### config.mk
export PLATFORM = sky130hd
export DESIGN_NAME = mental_math_sequencer_flat
export DESIGN_NICKNAME = d
export VERILOG_FILES = /design/src/rtl/mental_math_sequencer_if.sv /design/src/rtl/mental_math_sequencer.sv /design/src/flat_wrapper.sv
export SDC_FILE = /design/constraint.sdc
export NUM_CORES = 1
export LEC_CHECK = 0
export CAP_MARGIN = 10
export CORE_ASPECT_RATIO = 1.4
export CORE_MARGIN = 10
export CORE_UTILIZATION = 24
export CTS_CLUSTER_SIZE = 28
export DETAILED_ROUTE_END_ITERATION = 6
export GPL_ROUTABILITY_DRIVEN = 0
export PLACE_DENSITY = 0.37
export SLEW_MARGIN = 25
export SYNTH_ARGS = -nofsm -noshare
export SYNTH_HDL_FRONTEND = slang
export SYNTH_SLANG_ARGS = --single-unit
### constraint.sdc
create_clock -name clk -period 3.7 [get_ports clk]
set_input_delay 0.74 -clock clk [delete_from_list [all_inputs] [get_ports clk]]
set_output_delay 0.74 -clock clk [all_outputs]
set_load 0.005 [all_outputs]
### src/rtl/mental_math_sequencer_if.sv
// Number-source handshake bus for mental_math_sequencer.
// master = sequencer (issues num_req); slave = number source.
interface mental_math_sequencer_if;
   logic       num_req;
   logic       num_ack;
   logic [4:0] num_data;

   modport master (output num_req, input num_ack, input num_data);
   modport slave  (input num_req, output num_ack, output num_data);
endinterface

### src/rtl/mental_math_sequencer.sv
// Round controller for the mental-math game: fetch operands, show them, time the answer, score it.
// Optional MMS_AUTO_RESTART_EN: RESULT loops straight back to FETCH instead of waiting for start.
module mental_math_sequencer #(
   parameter int unsigned NUM_TERMS     = 5,
   parameter int unsigned SHOW_CYCLES   = 2,
   parameter int unsigned ANSWER_CYCLES = 15,
   parameter int unsigned RESULT_CYCLES = 4
) (
   input  logic                           clk,
   input  logic                           rst,
   input  logic                           start,
   input  logic                           submit,
   input  logic [6:0]                     switch,
   mental_math_sequencer_if.master        num_bus,
   output logic [7:0]                     disp_value,
   output logic [6:0]                     led,
   output logic [3:0]                     score,
   output logic                           round_done,
   output logic                           busy
);

   typedef enum logic [2:0] {
      S_IDLE, S_FETCH, S_SHOW, S_GAP, S_ANSWER, S_CHECK, S_RESULT
   } state_t;

   state_t      state, state_n;
   logic [4:0]  operand, operand_n;
   logic [7:0]  sum, sum_n, sum_mod;
   logic [3:0]  term_cnt, term_cnt_n;
   logic [15:0] timer, timer_n;
   logic [6:0]  ans, ans_n;
   logic        correct_q, correct_n;
   logic [3:0]  score_n;
   logic [7:0]  disp_n;
   logic [6:0]  led_n;
   logic        round_done_n, busy_n, num_req_q, num_req_n;

   assign num_bus.num_req = num_req_q;

   // sum never exceeds 8*31 = 248, so two conditional subtractions give sum % 100
   always_comb begin
      if (sum >= 8'd200)      sum_mod = sum - 8'd200;
      else if (sum >= 8'd100) sum_mod = sum - 8'd100;
      else                    sum_mod = sum;
   end

   always_comb begin
      state_n      = state;
      operand_n    = operand;
      sum_n        = sum;
      term_cnt_n   = term_cnt;
      timer_n      = timer;
      ans_n        = ans;
      correct_n    = correct_q;
      score_n      = score;
      round_done_n = 1'b0;

      case (state)
         S_IDLE: if (start) begin
            sum_n      = '0;
            term_cnt_n = '0;
            state_n    = S_FETCH;
         end
         S_FETCH: if (num_bus.num_ack) begin
            operand_n = num_bus.num_data;
            sum_n     = sum + {3'b000, num_bus.num_data};
            timer_n   = 16'(SHOW_CYCLES - 1);
            state_n   = S_SHOW;
         end
         S_SHOW: if (timer == '0) begin
            term_cnt_n = term_cnt + 4'd1;
            state_n    = S_GAP;
         end else begin
            timer_n = timer - 16'd1;
         end
         S_GAP: if (term_cnt == 4'(NUM_TERMS)) begin
            timer_n = 16'(ANSWER_CYCLES - 1);
            state_n = S_ANSWER;
         end else begin
            state_n = S_FETCH;
         end
         S_ANSWER: if (submit || timer == '0) begin
            ans_n   = switch;
            state_n = S_CHECK;
         end else begin
            timer_n = timer - 16'd1;
         end
         S_CHECK: begin
            correct_n = ({1'b0, ans} == sum_mod);
            if (correct_n && score != 4'hF) score_n = score + 4'd1;
            timer_n = 16'(RESULT_CYCLES - 1);
            state_n = S_RESULT;
         end
         S_RESULT: if (timer == '0) begin
            round_done_n = 1'b1;
`ifdef MMS_AUTO_RESTART_EN
            sum_n      = '0;
            term_cnt_n = '0;
            state_n    = S_FETCH;
`else
            state_n    = S_IDLE;
`endif
         end else begin
            timer_n = timer - 16'd1;
         end
         default: state_n = S_IDLE;
      endcase

      // outputs are decoded from the next state so the registered values line up with it
      num_req_n = (state_n == S_FETCH);
      busy_n    = (state_n != S_IDLE);
      disp_n    = '0;
      led_n     = '0;
      case (state_n)
         S_SHOW: begin
            disp_n = {3'b000, operand_n};
            led_n  = {operand_n, 2'b00};
         end
         S_ANSWER: disp_n = {1'b0, switch};
         S_RESULT: begin
            disp_n = sum_mod;
            led_n  = correct_n ? 7'h7F : 7'h55;
         end
         default: ;
      endcase
   end

   always_ff @(posedge clk or posedge rst) begin
      if (rst) begin
         state      <= S_IDLE;
         operand    <= '0;
         sum        <= '0;
         term_cnt   <= '0;
         timer      <= '0;
         ans        <= '0;
         correct_q  <= 1'b0;
         score      <= '0;
         disp_value <= '0;
         led        <= '0;
         round_done <= 1'b0;
         busy       <= 1'b0;
         num_req_q  <= 1'b0;
      end else begin
         state      <= state_n;
         operand    <= operand_n;
         sum        <= sum_n;
         term_cnt   <= term_cnt_n;
         timer      <= timer_n;
         ans        <= ans_n;
         correct_q  <= correct_n;
         score      <= score_n;
         disp_value <= disp_n;
         led        <= led_n;
         round_done <= round_done_n;
         busy       <= busy_n;
         num_req_q  <= num_req_n;
      end
   end

endmodule

### src/flat_wrapper.sv
// flat-port wrapper written by rule: the top's interface ports become plain ports
module mental_math_sequencer_flat 
#(
   parameter int unsigned NUM_TERMS     = 5,
   parameter int unsigned SHOW_CYCLES   = 2,
   parameter int unsigned ANSWER_CYCLES = 15,
   parameter int unsigned RESULT_CYCLES = 4
)
  (clk, rst, start, submit, switch, disp_value, led, score, round_done, busy, num_bus_num_req, num_bus_num_ack, num_bus_num_data);
  mental_math_sequencer_if num_bus_i ();
  input  logic clk;
  input  logic rst;
  input  logic start;
  input  logic submit;
  input  logic [6:0] switch;
  output logic [7:0] disp_value;
  output logic [6:0] led;
  output logic [3:0] score;
  output logic round_done;
  output logic busy;
  output wire logic [$bits(num_bus_i.num_req)-1:0] num_bus_num_req;
  input wire logic [$bits(num_bus_i.num_ack)-1:0] num_bus_num_ack;
  input wire logic [$bits(num_bus_i.num_data)-1:0] num_bus_num_data;
  assign num_bus_num_req = num_bus_i.num_req;
  assign num_bus_i.num_ack = num_bus_num_ack;
  assign num_bus_i.num_data = num_bus_num_data;
  mental_math_sequencer #(.NUM_TERMS(NUM_TERMS), .SHOW_CYCLES(SHOW_CYCLES), .ANSWER_CYCLES(ANSWER_CYCLES), .RESULT_CYCLES(RESULT_CYCLES)) u_core (.clk(clk), .rst(rst), .start(start), .submit(submit), .switch(switch), .num_bus(num_bus_i), .disp_value(disp_value), .led(led), .score(score), .round_done(round_done), .busy(busy));
endmodule
==> results.cfg, run 1 <==
[timing]
finalMaxSlewViolations = 0
timing.setup.tns_ps = 0
fin_crit_sh = 0.8026
min_period_ps = 2970
worst_slew_pin_slew_ps = 622.4
finalClockSkew_ps = 10.37
setup_violations = 0
slew_headroom = 0.5851
finalHoldViolations = 0
fmax_mhz = 336.7
rsz0062_at_grt = false
whs_ps = 500.1

[critical_path]
cpMaxStageDelayCell = dfrtp_1
cp_max_fo = 7
critPathKind = register to register
critical_path_required_ps = 3910
max_stage_delay_ps = 500
endpoint_kind = register
rrSetupSlack_ps = 730
critical_path.cell_chain = inv_1 > ha_1 > nor3b_1 > o311a_4 > a221o_1 > a21o_1 > a2111oi_4 > nand4_2 > mux2_4
start_kind = register
crit_arrival_ps = 3180

[die]
die_area_sq_mm = 0.02048
die_h_microns = 165.4
core-area_sq_mm = 0.01492
pin_count = 39
die_w_microns = 123.8
start_util = 0.2428
std_cell_rows = 53

[global_route]
grt_max_degree = 24
antenna_found_initial = 0
first_global_vias = 2885
grtUsageTotal = 0.1041
grt_overflow_total = 0
grt_pass1_wl_microns = 16140

[power_and_ir_drop]
vdd_ir_drop_max_mv = 0.2540
p_leak_nw = 1.904
p_per_area_mw_per_mm2 = 835.4

[cells_and_area]
multi_input_area_sq_mm = 0.001833
drive_gt1_frac = 0.1311
fill_cells = 1566
final_util = 0.2989
final_cells = 581
stdcell_area_sq_mm = 0.004459
design.final.nets = 417
diodes = 0
syn_to_final_growth_pct = 23.11
regArea_sq_mm = 0.001652

[synth]
syn_area_per_cell_sq_um = 10.44
synth.top_cells.by_count = dfrtp_1 (66), nor2_1 (33), xnor2_1 (24)
syn-cell-area_sq_mm = 0.003622
synth_top_area_frac = 0.4560
synth_cell_types = 68
synth_edf_count = 0
ys_seq_elements = 66
synth_compound_area_frac = 0.1420
yosys.area_share.simple = 0.1872
synth_nets = 379
syn_inst = 347
synth_fa_ha_area_frac = 0.05389
synthTopCellsByArea = dfrtp_1 (46%), xnor2_1 (5.8%), ha_1 (4.8%)
yosysWarnings = 0
synthDominantAreaCellType = dfrtp_1
synth_xor_area_frac = 0.07254
yosysMostFrequentCell = dfrtp_1
muxShareOfSynthArea = 0.05043
synth_top_family_by_area = simple AND/OR/NAND/NOR gates
yosys_most_used_dff = dfrtp_1
yosysSeqAreaShare = 0.4560
synthArstFlopShare = 1.000

[drt]
wl_microns = 10060
drt_iter0_markers = 136
dr.pass1.iters = 4
via_count = 2703
detail-route-antenna-nets = 0
vias_per_cell = 4.652
wl_per_cell_microns = 17.32
drc = 0

[clock_tree]
clk_latency_ps = 330
clk_pin_slew_ps = 60
cts_sinks = 66
postCtsHoldBufs = 0
cts_tree = built
postCtsSetupBuffers = 0
cts-root-buf = clkbuf_16
cts_made_buffers = 9
cts_resized = 0
cts.htree.levels = 3
clockBufferDepth = 2

[place]
dp_cells = 566
dp_hpwl_microns = 7631
portBuffers = 38
place_area_sq_mm = 0.004207

[run]
drv_cap = 0

[run_status]
status = finished, final reports clean

[worst_hold_path]
min_path_type = register to register
## worst max-delay path: cells and delay by family (launching register included)
family                     cells  cell delay (ps)
DFF                            1              500
muxes                          1              330
AOI/OAI and AO/OA              4             1360
and+or+nand+nor                2              340
adders and majority gates      1              200
buffers and inverters          1              100
## cell usage in the layout, fill, tap and decap left out, types with 5 or more instances in the layout
cell type        instances
nor3_1                   8
ha_1                    14
xnor2_1                 24
o21ai_0                 14
nor2_1                  33
buf_4                    5
nand2b_1                 5
clkdlybuf4s50_1         38
a22o_1                   5
mux2_2                  12
nand2_1                 17
xor2_1                   6
inv_1                   16
nand4_1                  5
a21oi_1                 15
nand3_1                  8
clkbuf_16                9
dfrtp_1                 66
## routing by layer
metal,vias up,share of wire,global-route usage
met2,48,0.53,0.1789
li1,1308,-,-
met3,13,0.038,0.03130
met1,1334,0.41,0.1163
met5,-,0,0
met4,0,0.021,0.04299
## state kept, by name (all words and copies together) (netlist names)
name / count
u_core.timer: 16
u_core.disp_value: 8
u_core.sum: 8
u_core.ans: 7
u_core.led: 7
u_core.operand: 5
u_core.score: 4
u_core.term_cnt: 4
u_core.state: 3
u_core.busy: 1
u_core.correct_q: 1
u_core.num_bus.num_req: 1
u_core.round_done: 1
## area by class of cell
type                            instances  share of cell area
Multi-Input combinational cell        248              0.4111
Sequential cell                        66              0.3704
Timing Repair Buffer                   43             0.09371
Tap cell                              192             0.05387
Clock buffer                           11             0.05219
Inverter                               17             0.01431
Clock inverter                          4            0.004489
## per-stage QoR
step	setup WS (ps)	total power [mW]
floorplan	988.1	2.449
global placement	802.2	3.002
detailed placement	741.6	3.009
CTS	717.9	3.805
global route	549.4	4.029
finish	730.3	3.725
## power by group
group	total (mW)	switching, mW	internal [mW]
clock	0.756	0.311	0.445
combinational	1.71	0.938	0.768
sequential	1.26	0.272	0.992
total	3.73	1.52	2.21
## final timing paths
kind                                    from                end  cells past startpoint
max                            u_core.sum[2]    u_core.score[1]                      9
min                        u_core.operand[4]  u_core.operand[4]                      1
max reg2reg                    u_core.sum[2]    u_core.score[1]                      9
min reg2reg                u_core.operand[4]  u_core.operand[4]                      1
max in group asynchronous                rst    u_core.state[0]                      3
min in group asynchronous                rst      u_core.ans[5]                      2
## kinds of logic (layout without fill, tap and decap cells)
group,Yosys count,in the layout
flip-flops,66,66
AND/OR/NAND/NOR,118,118
XOR/XNOR,30,30
multiplexers,16,16
AO/OA/AOI/OAI,69,69
buffers and inverters,33,75
adder cells (fa/ha/maj),15,15
(Power assumes the default switching activity.)
==> run 2: changes to the inputs <==
--- a/config.mk
+++ b/config.mk
@@ -12,7 +12,7 @@
 export CTS_CLUSTER_SIZE = 28
 export DETAILED_ROUTE_END_ITERATION = 6
 export GPL_ROUTABILITY_DRIVEN = 0
-export PLACE_DENSITY = 0.37
+export PLACE_DENSITY = 0.39
 export SLEW_MARGIN = 25
 export SYNTH_ARGS = -nofsm -noshare
 export SYNTH_HDL_FRONTEND = slang
==> constraint.sdc (replaced) <==
create_clock -name clk -period 2.39 [get_ports clk]
set_input_delay 0.478 -clock clk [delete_from_list [all_inputs] [get_ports clk]]
set_output_delay 0.478 -clock clk [all_outputs]
set_load 0.005 [all_outputs]
==> results.cfg, run 2 (synthesis gave the netlist of run 1 again) <==
[drt]
dr.pass1.iters = 5
wl_microns = 10690
detail-route-antenna-nets = 0
vias_per_cell = 4.533
drt_iter0_markers = 109
via_count = 3010
wl_per_cell_microns = 16.10
drc = 0

[critical_path]
cp_max_fo = 4
critical_path_required_ps = 2600
start_kind = register
critPathKind = register to register
crit_arrival_ps = 2860
endpoint_kind = register

[clock_tree]
cts-root-buf = clkbuf_16
cts_tree = built
cts.htree.levels = 3
clockBufferDepth = 2
clk_pin_slew_ps = 60
cts_sinks = 66
cts_made_buffers = 9
clk_latency_ps = 330
postCtsHoldBufs = 0

[global_route]
first_global_vias = 3322
antenna_found_initial = 0
grtUsageTotal = 0.1096
grt_max_degree = 25
grt_pass1_wl_microns = 17330
grt_overflow_total = 0

[run]
drv_cap = 0

[die]
die_h_microns = 165.4
core-area_sq_mm = 0.01492
pin_count = 39
start_util = 0.2428
die_area_sq_mm = 0.02048
std_cell_rows = 53
die_w_microns = 123.8

[timing]
fin_crit_sh = 1.106
slew_headroom = 0.6039
finalMaxSlewViolations = 0
fmax_mhz = 378.3
finalClockSkew_ps = 8.289
finalHoldViolations = 0
finalWorstSetupSlack_ps = -253.2
rsz0062_at_grt = true
min_period_ps = 2643
worst_slew_pin_slew_ps = 593.3
setup_violations = 13
whs_ps = 496.6

[power_and_ir_drop]
p_per_area_mw_per_mm2 = 1415
vdd_ir_drop_max_mv = 0.4509
totalPowerFinal_mw = 7.896
p_leak_nw = 2.491

[place]
portBuffers = 38
dp_hpwl_microns = 8027
place_area_sq_mm = 0.004800
dpl_worst_slack_ps = -344.9
dp_cells = 636

[cells_and_area]
diodes = 0
syn_to_final_growth_pct = 54.09
drive_gt1_frac = 0.3835
final_cells = 664
design.final.nets = 499
final_common_cell = buf_4
top_register = u_core.timer
top_regs = u_core.timer (16), u_core.disp_value (8), u_core.sum (8)
stdcell_area_sq_mm = 0.005582
largest_register_ffs = 16
layout_common_cells = buf_4 (71), dfrtp_1 (64), clkdlybuf4s50_1 (38), nor2_1 (30), xnor2_1 (21)

[worst_hold_path]
min_path_type = register to register

[run_status]
status = complete, but fails checks
violations = setup timing
-- run 2: path summary, 6_finish.rpt --
path / from / endpoint / slack (ps) / cells after the start
worst max-delay path: u_core.sum[2] / u_core.score[2] / -250 / 10
worst min-delay path: u_core.operand[1] / u_core.operand[1] / 500 / 1
worst max register to register: u_core.sum[2] / u_core.score[2] / -250 / 10
worst min register to register: u_core.operand[1] / u_core.operand[1] / 500 / 1
max in group asynchronous: rst / u_core.sum[2] / 1300 / 3
min in group asynchronous: rst / u_core.timer[12] / 540 / 2
-- run 2: area by class of cell --
class / instances / area, sq um
tap: 192 / 240.2
multi-input combinational: 248 / 2140
timing repair buffer: 125 / 1132
inverter: 17 / 66.31
clock buffer: 13 / 280.3
clock inverter: 3 / 68.82
sequential: 66 / 1654
fill: 1516 / 9339
-- run 2: power breakdown --
part	internal (mW)	switching [mW]	total, mW	leakage (nW)
clock	1.03	0.511	1.54	0.172
combinational	2.37	2.12	4.48	1.47
sequential	1.54	0.331	1.87	0.852
total	4.93	2.96	7.90	2.49
-- run 2: what timing repair did --
action / 4_1_cts / 5_1_grt
endpoints found under the setup margin: 38 / 44
cloned: 1 / 0
pin swaps: 15 / 27
setup buffers: 8 / 7
hold endpoints to repair: 0 / 0
resized for setup: 32 / 56
-- run 2: per-stage QoR --
stage / util / setup TNS (ps)
floorplan: - / -903.3
global placement: 0.3217 / -4509
detailed placement: 0.3217 / -3836
CTS: 0.3579 / -2026
global route: 0.3741 / -5076
finish: 0.3741 / -1873
-- run 2: layer usage --
metal | up-vias | track usage | routed length, microns
met5 | - | 0 | 0
met1 | 1490 | 0.1206 | 4393
met3 | 10 | 0.02620 | 367
met2 | 43 | 0.1958 | 5735
met4 | 0 | 0.04406 | 197
li1 | 1467 | - | -
-- run 2: worst max-delay path: stages (launching register included) --
cell	delay (ps)
dfrtp_2	410
inv_2	50
ha_2	170
nor3b_4	150
o311a_4	300
a221o_1	320
a21o_1	220
a2111oi_4	280
buf_4	200
nand4_1	100
mux2_4	320
==> run 3: changes to the inputs <==
--- a/config.mk
+++ b/config.mk
@@ -8,11 +8,12 @@
 export CAP_MARGIN = 10
 export CORE_ASPECT_RATIO = 1.4
 export CORE_MARGIN = 10
-export CORE_UTILIZATION = 24
+export CORE_UTILIZATION = 35
 export CTS_CLUSTER_SIZE = 28
 export DETAILED_ROUTE_END_ITERATION = 6
 export GPL_ROUTABILITY_DRIVEN = 0
-export PLACE_DENSITY = 0.39
+export PLACE_DENSITY = 0.53
+export SKIP_CTS_REPAIR_TIMING = 1
 export SLEW_MARGIN = 25
 export SYNTH_ARGS = -nofsm -noshare
 export SYNTH_HDL_FRONTEND = slang
==> results.cfg, run 3 (synthesis gave the netlist of run 1 again) <==
[drt]
drc = 0
detail-route-antenna-nets = 0
drt_iter0_markers = 69
via_count = 3015
wl_per_cell_microns = 16.52
dr.pass1.iters = 4
vias_per_cell = 5.025
wl_microns = 9910

[die]
pin_count = 39
std_cell_rows = 43
start_util = 0.3620
die_w_microns = 106.0
die_area_sq_mm = 0.01488
core-area_sq_mm = 0.01001
die_h_microns = 140.4

[cells_and_area]
drive_gt1_frac = 0.3441
stdcell_area_sq_mm = 0.005279
final_common_cell = buf_4
design.final.nets = 492
largest_register_ffs = 16
top_register = u_core.timer
layout_common_cells = buf_4 (70), dfrtp_1 (66), clkdlybuf4s50_1 (38), nor2_1 (32), xnor2_1 (22)
diodes = 0
top_regs = u_core.timer (16), u_core.disp_value (8), u_core.sum (8)
syn_to_final_growth_pct = 45.73

[timing]
fmax_mhz = 374.3
setup_violations = 17
slew_headroom = 0.6765
finalHoldViolations = 0
finalMaxSlewViolations = 0
finalWorstSetupSlack_ps = -281.6
worst_slew_pin_slew_ps = 485.2
finalClockSkew_ps = 6.213
whs_ps = 390.7
min_period_ps = 2672
fin_crit_sh = 1.118
rsz0062_at_grt = true

[critical_path]
cpMaxStageDelayCell = dfrtp_1
crit_family = compound AO/OA/AOI/OAI gates
path_buf_inv = 1
critical_path_required_ps = 2610
critical_path.cell_chain = ha_2 > nor3b_4 > o311a_4 > a221o_1 > a21o_1 > a2111oi_4 > buf_4 > nand4_2 > mux2_4
critPathKind = register to register
endpoint_kind = register
cp_max_fo = 5
max_stage_delay_ps = 420
crit_arrival_ps = 2890
start_kind = register

[global_route]
grt_overflow_total = 0
grt_pass1_wl_microns = 15850
antenna_found_initial = 0
grtUsageTotal = 0.1336
first_global_vias = 3182
grt_max_degree = 41

[power_and_ir_drop]
vdd_ir_drop_max_mv = 0.5815
p_leak_nw = 2.387
p_per_area_mw_per_mm2 = 1389

[clock_tree]
clk_latency_ps = 340
cts.htree.levels = 3
clockBufferDepth = 2
cts_sinks = 66
cts_tree = built
cts-root-buf = clkbuf_16
clk_pin_slew_ps = 60
cts_made_buffers = 9

[run_status]
violations = setup timing
status = complete, but fails checks

[place]
portBuffers = 38
dp_hpwl_microns = 7284
place_area_sq_mm = 0.004653

[worst_hold_path]
min_path_type = input pin to async pin

[run]
drv_cap = 0
## run 3: through the flow
step           power [mW]  TNS [ps]  cells    util  worst slack, ps
3_3_place_gp        5.329     -2472    574  0.4650           -274.2
2_1_floorplan       3.830    -903.3    347       -           -232.0
4_1_cts             6.772     -3186    590  0.4955           -353.2
6_report            7.331     -1565    600  0.5275           -281.6
3_5_place_dp        5.380     -3025    574  0.4650           -333.6
5_1_grt             7.847     -3880    600  0.5275           -377.6
## run 3: layout make-up
| type | count | area [sq um] |
|---|---|---|
| Timing Repair Buffer | 118 | 1036 |
| Sequential cell | 66 | 1652 |
| Clock buffer | 10 | 239.0 |
| Multi-Input combinational cell | 248 | 2053 |
| Clock inverter | 6 | 66.31 |
| Inverter | 17 | 63.81 |
| Tap cell | 135 | 168.9 |
| Fill cell | 934 | 4728 |
## run 3: final timing paths
path | slack (ps) | depth (start not counted) | from | end
worst min register to register | 510 | 1 | u_core.operand[0] | u_core.operand[0]
max in group asynchronous | 1480 | 3 | rst | u_core.led[0]
worst max register to register | -280 | 9 | u_core.sum[3] | u_core.score[1]
min in group clk | 510 | 1 | u_core.operand[0] | u_core.operand[0]
worst min-delay path | 390 | 2 | rst | u_core.timer[6]
worst max-delay path | -280 | 9 | u_core.sum[3] | u_core.score[1]
## run 3: routing by layer
metal / GRT usage / wire (microns) / up-vias
met5: 0 / 0 / -
met4: 0.05147 / 242 / 0
met3: 0.03535 / 316 / 17
met2: 0.2409 / 5357 / 52
met1: 0.1441 / 3993 / 1491
li1: - / - / 1455
## run 3: power breakdown
group          internal (mW)  switching, mW  total [mW]
Clock                  0.835          0.506        1.34
Combinational           2.17           1.96        4.12
Sequential              1.54          0.332        1.87
Total                   4.54           2.79        7.33
